## config.mk

```make
export PLATFORM = sky130hd
export DESIGN_NAME = instr_fetch_unit
export DESIGN_NICKNAME = d
export VERILOG_FILES = /design/src/rtl/cpu_pkg.sv /design/src/rtl/if_id_reg.sv /design/src/rtl/instr_fetch_unit.sv
export SDC_FILE = /design/constraint.sdc
export NUM_CORES = 1
export LEC_CHECK = 0
export ABC_AREA = 0
export BUFFER_PORTS_ARGS = -buffer_cell sky130_fd_sc_hd__clkbuf_2
export CAP_MARGIN = 25
export CORE_ASPECT_RATIO = 1.25
export CORE_MARGIN = 5
export CORE_UTILIZATION = 40
export DETAILED_ROUTE_END_ITERATION = 10
export PLACE_DENSITY = 0.69
export SYNTH_ARGS = -nofsm -noshare
export SYNTH_HDL_FRONTEND = slang
export SYNTH_SLANG_ARGS = --single-unit
```

## constraint.sdc

```tcl
create_clock -name clk -period 2.52 [get_ports clk]
set_input_delay 0.126 -clock clk [delete_from_list [all_inputs] [get_ports clk]]
set_output_delay 0.126 -clock clk [all_outputs]
set_load 0.02 [all_outputs]
```

## src/rtl/cpu_pkg.sv

```systemverilog
// Shared types and constants for the core front end.
package cpu_pkg;

    localparam int unsigned INSTR_W = 32;
    localparam int unsigned ADDR_W  = 32;
    localparam logic [INSTR_W-1:0] NOP_WORD = 32'h0;

    typedef enum logic [1:0] {
        BOOT = 2'd0,
        RUN  = 2'd1,
        HALT = 2'd2
    } fetch_state_e;

    // A fetch address is legal only if word aligned and inside the memory.
    function automatic logic fetch_addr_illegal(input logic [ADDR_W-1:0] pc,
                                                input logic [ADDR_W-1:0] last_addr);
        return (pc[1:0] != 2'b00) || (pc > last_addr);
    endfunction

endpackage

```

## src/rtl/if_id_reg.sv

```systemverilog
// IF/ID pipeline register: capture on enable, drop valid on flush, otherwise hold.
module if_id_reg
    import cpu_pkg::*;
(
    input  logic               clk,
    input  logic               rst_n,
    input  logic               en_i,
    input  logic               flush_i,
    input  logic [INSTR_W-1:0] instr_i,
    input  logic [ADDR_W-1:0]  pc_i,
    input  logic [ADDR_W-1:0]  pc4_i,
    output logic               valid_o,
    output logic [INSTR_W-1:0] instr_o,
    output logic [ADDR_W-1:0]  pc_o,
    output logic [ADDR_W-1:0]  pc4_o
);

    logic               valid_q;
    logic [INSTR_W-1:0] instr_q;
    logic [ADDR_W-1:0]  pc_q;
    logic [ADDR_W-1:0]  pc4_q;

    // Flush only kills valid; the payload fields keep their last captured value.
    always_ff @(posedge clk or negedge rst_n) begin
        if (!rst_n) begin
            valid_q <= 1'b0;
            instr_q <= NOP_WORD;
            pc_q    <= '0;
            pc4_q   <= '0;
        end else if (flush_i) begin
            // NOTE: sequential state uses non-blocking assignment so every register samples pre-edge values.
            valid_q <= 1'b0;
        end else if (en_i) begin
            valid_q <= 1'b1;
            instr_q <= instr_i;
            pc_q    <= pc_i;
            pc4_q   <= pc4_i;
        end
    end

    assign valid_o = valid_q;
    assign instr_o = instr_q;
    assign pc_o    = pc_q;
    assign pc4_o   = pc4_q;

endmodule

```

## src/rtl/instr_fetch_unit.sv

```systemverilog
// Fetch stage: PC register, boot/run/halt FSM, illegal-address trap and IF/ID capture.
module instr_fetch_unit
    import cpu_pkg::*;
#(
    parameter logic [ADDR_W-1:0] RESET_PC   = 32'd100,
    parameter int unsigned       IMEM_BYTES = 16384,
    parameter int unsigned       CNT_W      = 32
) (
    input  logic               clk,
    input  logic               rst_n,
    output logic [ADDR_W-1:0]  imem_addr,
    input  logic [INSTR_W-1:0] imem_data,
    input  logic               stall,
    input  logic               redirect_valid,
    input  logic [ADDR_W-1:0]  redirect_pc,
    output logic               if_id_valid,
    output logic [INSTR_W-1:0] if_id_instr,
    output logic [ADDR_W-1:0]  if_id_pc,
    output logic [ADDR_W-1:0]  if_id_pc4,
    output logic               fetch_err,
    output logic               halted,
    output logic [CNT_W-1:0]   fetch_count
);

    localparam logic [ADDR_W-1:0] LAST_ADDR = ADDR_W'(IMEM_BYTES - 4);

    fetch_state_e      state_q;
    logic [ADDR_W-1:0] pc_q;
    logic [ADDR_W-1:0] pc_plus4;
    logic              fetch_err_q;
    logic              halted_q;
    logic [CNT_W-1:0]  fetch_count_q;

    logic do_redirect;
    logic do_fault;
    logic do_advance;

    assign pc_plus4 = pc_q + 32'd4;

    // Decode this cycle's action in RUN with priority redirect > stall > fault/advance.
    always_comb begin
        // NOTE: every combinational output gets a default first so no path can infer a latch.
        do_redirect = 1'b0;
        do_fault    = 1'b0;
        do_advance  = 1'b0;
        if (state_q == RUN) begin
            if (redirect_valid) begin
                do_redirect = 1'b1;
            end else if (!stall) begin
                if (fetch_addr_illegal(pc_q, LAST_ADDR)) begin
                    do_fault = 1'b1;
                end else begin
                    do_advance = 1'b1;
                end
            end
        end
    end

    // FSM, PC and status registers; HALT is absorbing until reset.
    always_ff @(posedge clk or negedge rst_n) begin
        if (!rst_n) begin
            state_q       <= BOOT;
            pc_q          <= RESET_PC;
            fetch_err_q   <= 1'b0;
            halted_q      <= 1'b0;
            fetch_count_q <= '0;
        end else begin
            case (state_q)
                BOOT: state_q <= RUN;
                RUN: begin
                    if (do_redirect) begin
                        pc_q <= redirect_pc;
                    end else if (do_fault) begin
                        state_q     <= HALT;
                        fetch_err_q <= 1'b1;
                        halted_q    <= 1'b1;
                    end else if (do_advance) begin
                        pc_q          <= pc_plus4;
                        fetch_count_q <= fetch_count_q + CNT_W'(1);
                    end
                end
                HALT:    state_q <= HALT;
                default: state_q <= HALT;
            endcase
        end
    end

    if_id_reg u_if_id_reg (
        .clk     (clk),
        .rst_n   (rst_n),
        .en_i    (do_advance),
        .flush_i (do_redirect | do_fault),
        .instr_i (imem_data),
        .pc_i    (pc_q),
        .pc4_i   (pc_plus4),
        .valid_o (if_id_valid),
        .instr_o (if_id_instr),
        .pc_o    (if_id_pc),
        .pc4_o   (if_id_pc4)
    );

    assign imem_addr   = pc_q;
    assign fetch_err   = fetch_err_q;
    assign halted      = halted_q;
    assign fetch_count = fetch_count_q;

endmodule

```

==> impl_metrics.env <==
export IMPL_report_final_hold_viol_count=0
export IMPL_num_vias=5724
export IMPL_powerDensity_nw_per_um2=813.1
export IMPL_async_flop_share=1.000
export IMPL_wl_per_cell_um=15.97
export IMPL_clock_latency_ns=0.42
export IMPL_power_frac_clock=0.357
export IMPL_syn_inst=660
export IMPL_avgSynthCellArea_um2=10.04
export IMPL_endpoint_kind="flop"
export IMPL_initial_core_util=0.4073
export IMPL_syn_nets=730
export IMPL_setup_slack_ns=0.2766
export IMPL_cts_tree="yes"
export IMPL_dp_worst_setup_slack_ns=0.2406
export IMPL_drt_iter0_markers=356
export IMPL_vias_per_cell=4.859
export IMPL_yosys_top_cells_count="nand2_1, dfrtp_1, nor2b_1, xnor2_1, nand3_1"
export IMPL_power_frac_seq=0.443
export IMPL_ys_seq_area_frac=0.6125
export IMPL_crit_path_max_fanout=47
export IMPL_rsz0062_at_grt="no"
export IMPL_synth_edf_count=0
export IMPL_fillers=1437
export IMPL_fin_crit_sh=0.8902
export IMPL_ys_ff_latch=162
export IMPL_placeableCoreArea_um2=16270
export IMPL_synth_cell_types=41
export IMPL_slew_viol_final=0
export IMPL_overflow=0
export IMPL_status="finished, final reports clean"
export IMPL_maxCapViolCount=0
export IMPL_hold_class="input pin to flop"
export IMPL_tns_ns=0
export IMPL_switchingPower_mw=2.533
export IMPL_die_width_um=125.1
export IMPL_grt_pass1_wl_um=30950
export IMPL_stdcell_count=1178
export IMPL_clk_pin_slew_ns=0.07
export IMPL_reg2reg_depth=5
export IMPL_internal_power_mw=4.995
export IMPL_root_buffer="clkbuf_16"
export IMPL_final_area_um2=9259
export IMPL_post_cts_buffers=0
export IMPL_fin_nets=1019
export IMPL_cts_sinks=162
export IMPL_max_freq_mhz=445.8
export IMPL_setup_viol=0
export IMPL_crit_arrival_ns=2.52
export IMPL_fp_dieArea_um2=19250
export IMPL_dp_cells=1087
export IMPL_n_antenna_cell=0
export IMPL_yosys_warnings=0
export IMPL_crit_required_ns=2.80
export IMPL_critPathKind="flop to flop"
export IMPL_syn_to_final_growth_pct=39.75
export IMPL_worstMarginPinSlew_ns=0.5732
export IMPL_dp_hpwl_um=13270
export IMPL_grt_max_degree=62
export IMPL_netlist_area_um2=6625
export IMPL_irDropWorstVdd_mv=0.4926
export IMPL_p_leak_nw=4.980
export IMPL_cts_htree_levels=4
export IMPL_synth_largest_area_cell="dfrtp_1"
export IMPL_fp_dieH_um=153.9
export IMPL_fp_row_count=52
export IMPL_portBuffers=230
export IMPL_antenna_found_initial=0
export IMPL_grt_total_usage=0.1999
export IMPL_cts_inserted_buffers=17
export IMPL_finClkSkew_ns=0.01052
export IMPL_gp_congestion=0.8178
export IMPL_clockBufferDepth=2
export IMPL_ys_top_cells_by_area="dfrtp_1, nand2_1, xnor2_1, nor2b_1, nand3_1"
export IMPL_io_pins=231
export IMPL_whs_path_depth=2
export IMPL_drive_above_1_share=0.3025
export IMPL_power_frac_comb=0.200
export IMPL_yosysMostFrequentCell="nand2_1"
export IMPL_max_slew_margin=0.6179
export IMPL_finalCriticalPeriod_ns=2.243
export IMPL_synth_main_ff_cell="dfrtp_1"
export IMPL_ant_nets=0
export IMPL_swShare=0.3365
export IMPL_critPathLaunchType="flop"
export IMPL_drtPass1Iterations=5
export IMPL_drc=0
export IMPL_yosysTopAreaCellShare=0.6006
export IMPL_placed_area_um2=8056
export IMPL_drt_wl_total_um=18810
export IMPL_grt_pass1_vias=5938
path summary, 6_finish.rpt:
check,from,endpoint,slack (ns)
setup / recovery,state_q[1]$_DFFE_PN0P_,u_if_id_reg.pc4_o[2]$_DFFE_PN0P_,0.28
hold / removal,redirect_valid,u_if_id_reg.valid_o$_DFFE_PN0P_,0.02
setup reg to reg,state_q[1]$_DFFE_PN0P_,u_if_id_reg.pc4_o[2]$_DFFE_PN0P_,0.28
hold reg to reg,u_if_id_reg.instr_o[2]$_DFFE_PN0P_,u_if_id_reg.instr_o[2]$_DFFE_PN0P_,0.47
max in group asynchronous,rst_n,fetch_count[6]$_DFFE_PN0P_,1.51
min in group asynchronous,rst_n,fetch_count[19]$_DFFE_PN0P_,0.25
cells by family after synthesis:
family	synth area share
flip-flops	0.6125
AND/OR/NAND/NOR	0.2448
XOR/XNOR	0.05553
AO/OA/AOI/OAI	0.05099
multiplexers	0.003211
adder cells (fa/ha/maj)	0.003777
buffers and inverters	0.02927
sequential cells by signal, indices dropped and copies added (netlist names):
signal	flops
fetch_count	32
halted	1
imem_addr	32
state_q	2
u_if_id_reg.instr_o	32
u_if_id_reg.pc4_o	32
u_if_id_reg.pc_o	30
u_if_id_reg.valid_o	1
metal layers:
metal | up-vias | track usage | part of all wire
li1 | 2733 | - | -
met1 | 2732 | 0.2529 | 0.41
met2 | 212 | 0.3215 | 0.49
met3 | 47 | 0.05864 | 0.072
met4 | 0 | 0.08419 | 0.032
met5 | - | 0 | 0
worst max-delay path: stages, from the launching register on:
cell	delay, ns
dfrtp_1	0.43
or4b_4	0.60
or3_2	0.55
buf_4	0.30
nand2_1	0.12
o21ai_0	0.08
through the flow:
step                      hold slack (ns)  power, mW    util
after floorplan                   -0.1696      4.172       -
after global placement             0.1363      4.804  0.4953
after detailed placement           0.1381      4.826  0.4953
after CTS                        0.003769      7.620  0.5692
after global routing              0.03617      7.896  0.5692
final                             0.01932      7.528  0.5692
timing repair:
item | in CTS | in global routing
setup endpoints to repair | 0 | 0
resized for setup | 0 | 0
hold buffers | 59 | 0
hold endpoints to repair | 113 | 0
area by class of cell:
cell class | count | area, um^2 | share of cell area
timing repair buffer | 307 | 1921 | 0.2074
sequential | 162 | 4058 | 0.4382
inverter | 5 | 18.77 | 0.002027
multi-input combinational | 456 | 2380 | 0.2570
clock inverter | 15 | 186.4 | 0.02014
tap | 216 | 270.3 | 0.02919
clock buffer | 17 | 425.4 | 0.04595
cell usage in the layout (no fill, tap or decap), types with 2 or more instances in the layout:
master	count
nand4_1	16
a21oi_1	22
o21ai_0	23
buf_4	15
ha_1	2
o22a_1	2
nand3_1	25
clkinvlp_4	2
buf_12	3
bufinv_16	2
nand2_1	215
nor3_1	4
and2_1	4
or3_1	3
clkbuf_2	229
inv_1	5
dlygate4sd3_1	59
nor4b_2	2
xor2_1	8
a21o_1	2
xnor2_1	34
clkbuf_16	17
and3_1	9
nor4_1	8
inv_6	4
nor2_1	17
and4_1	3
o22ai_1	3
dfstp_2	3
nor2b_1	38
inv_8	6
dfrtp_1	159
power by group through the flow:
| stage | registers [mW] | logic [mW] | clock network [mW] |
|---|---|---|---|
| 2_1_floorplan | 3.54 | 0.636 | 0 |
| 6_report | 3.33 | 1.51 | 2.69 |
| 3_3_place_gp | 3.37 | 1.43 | 0 |
| 3_5_place_dp | 3.38 | 1.45 | 0 |
| 4_1_cts | 3.33 | 1.52 | 2.76 |
| 5_1_grt | 3.39 | 1.66 | 2.84 |
Power figures use the tool's default switching activity.
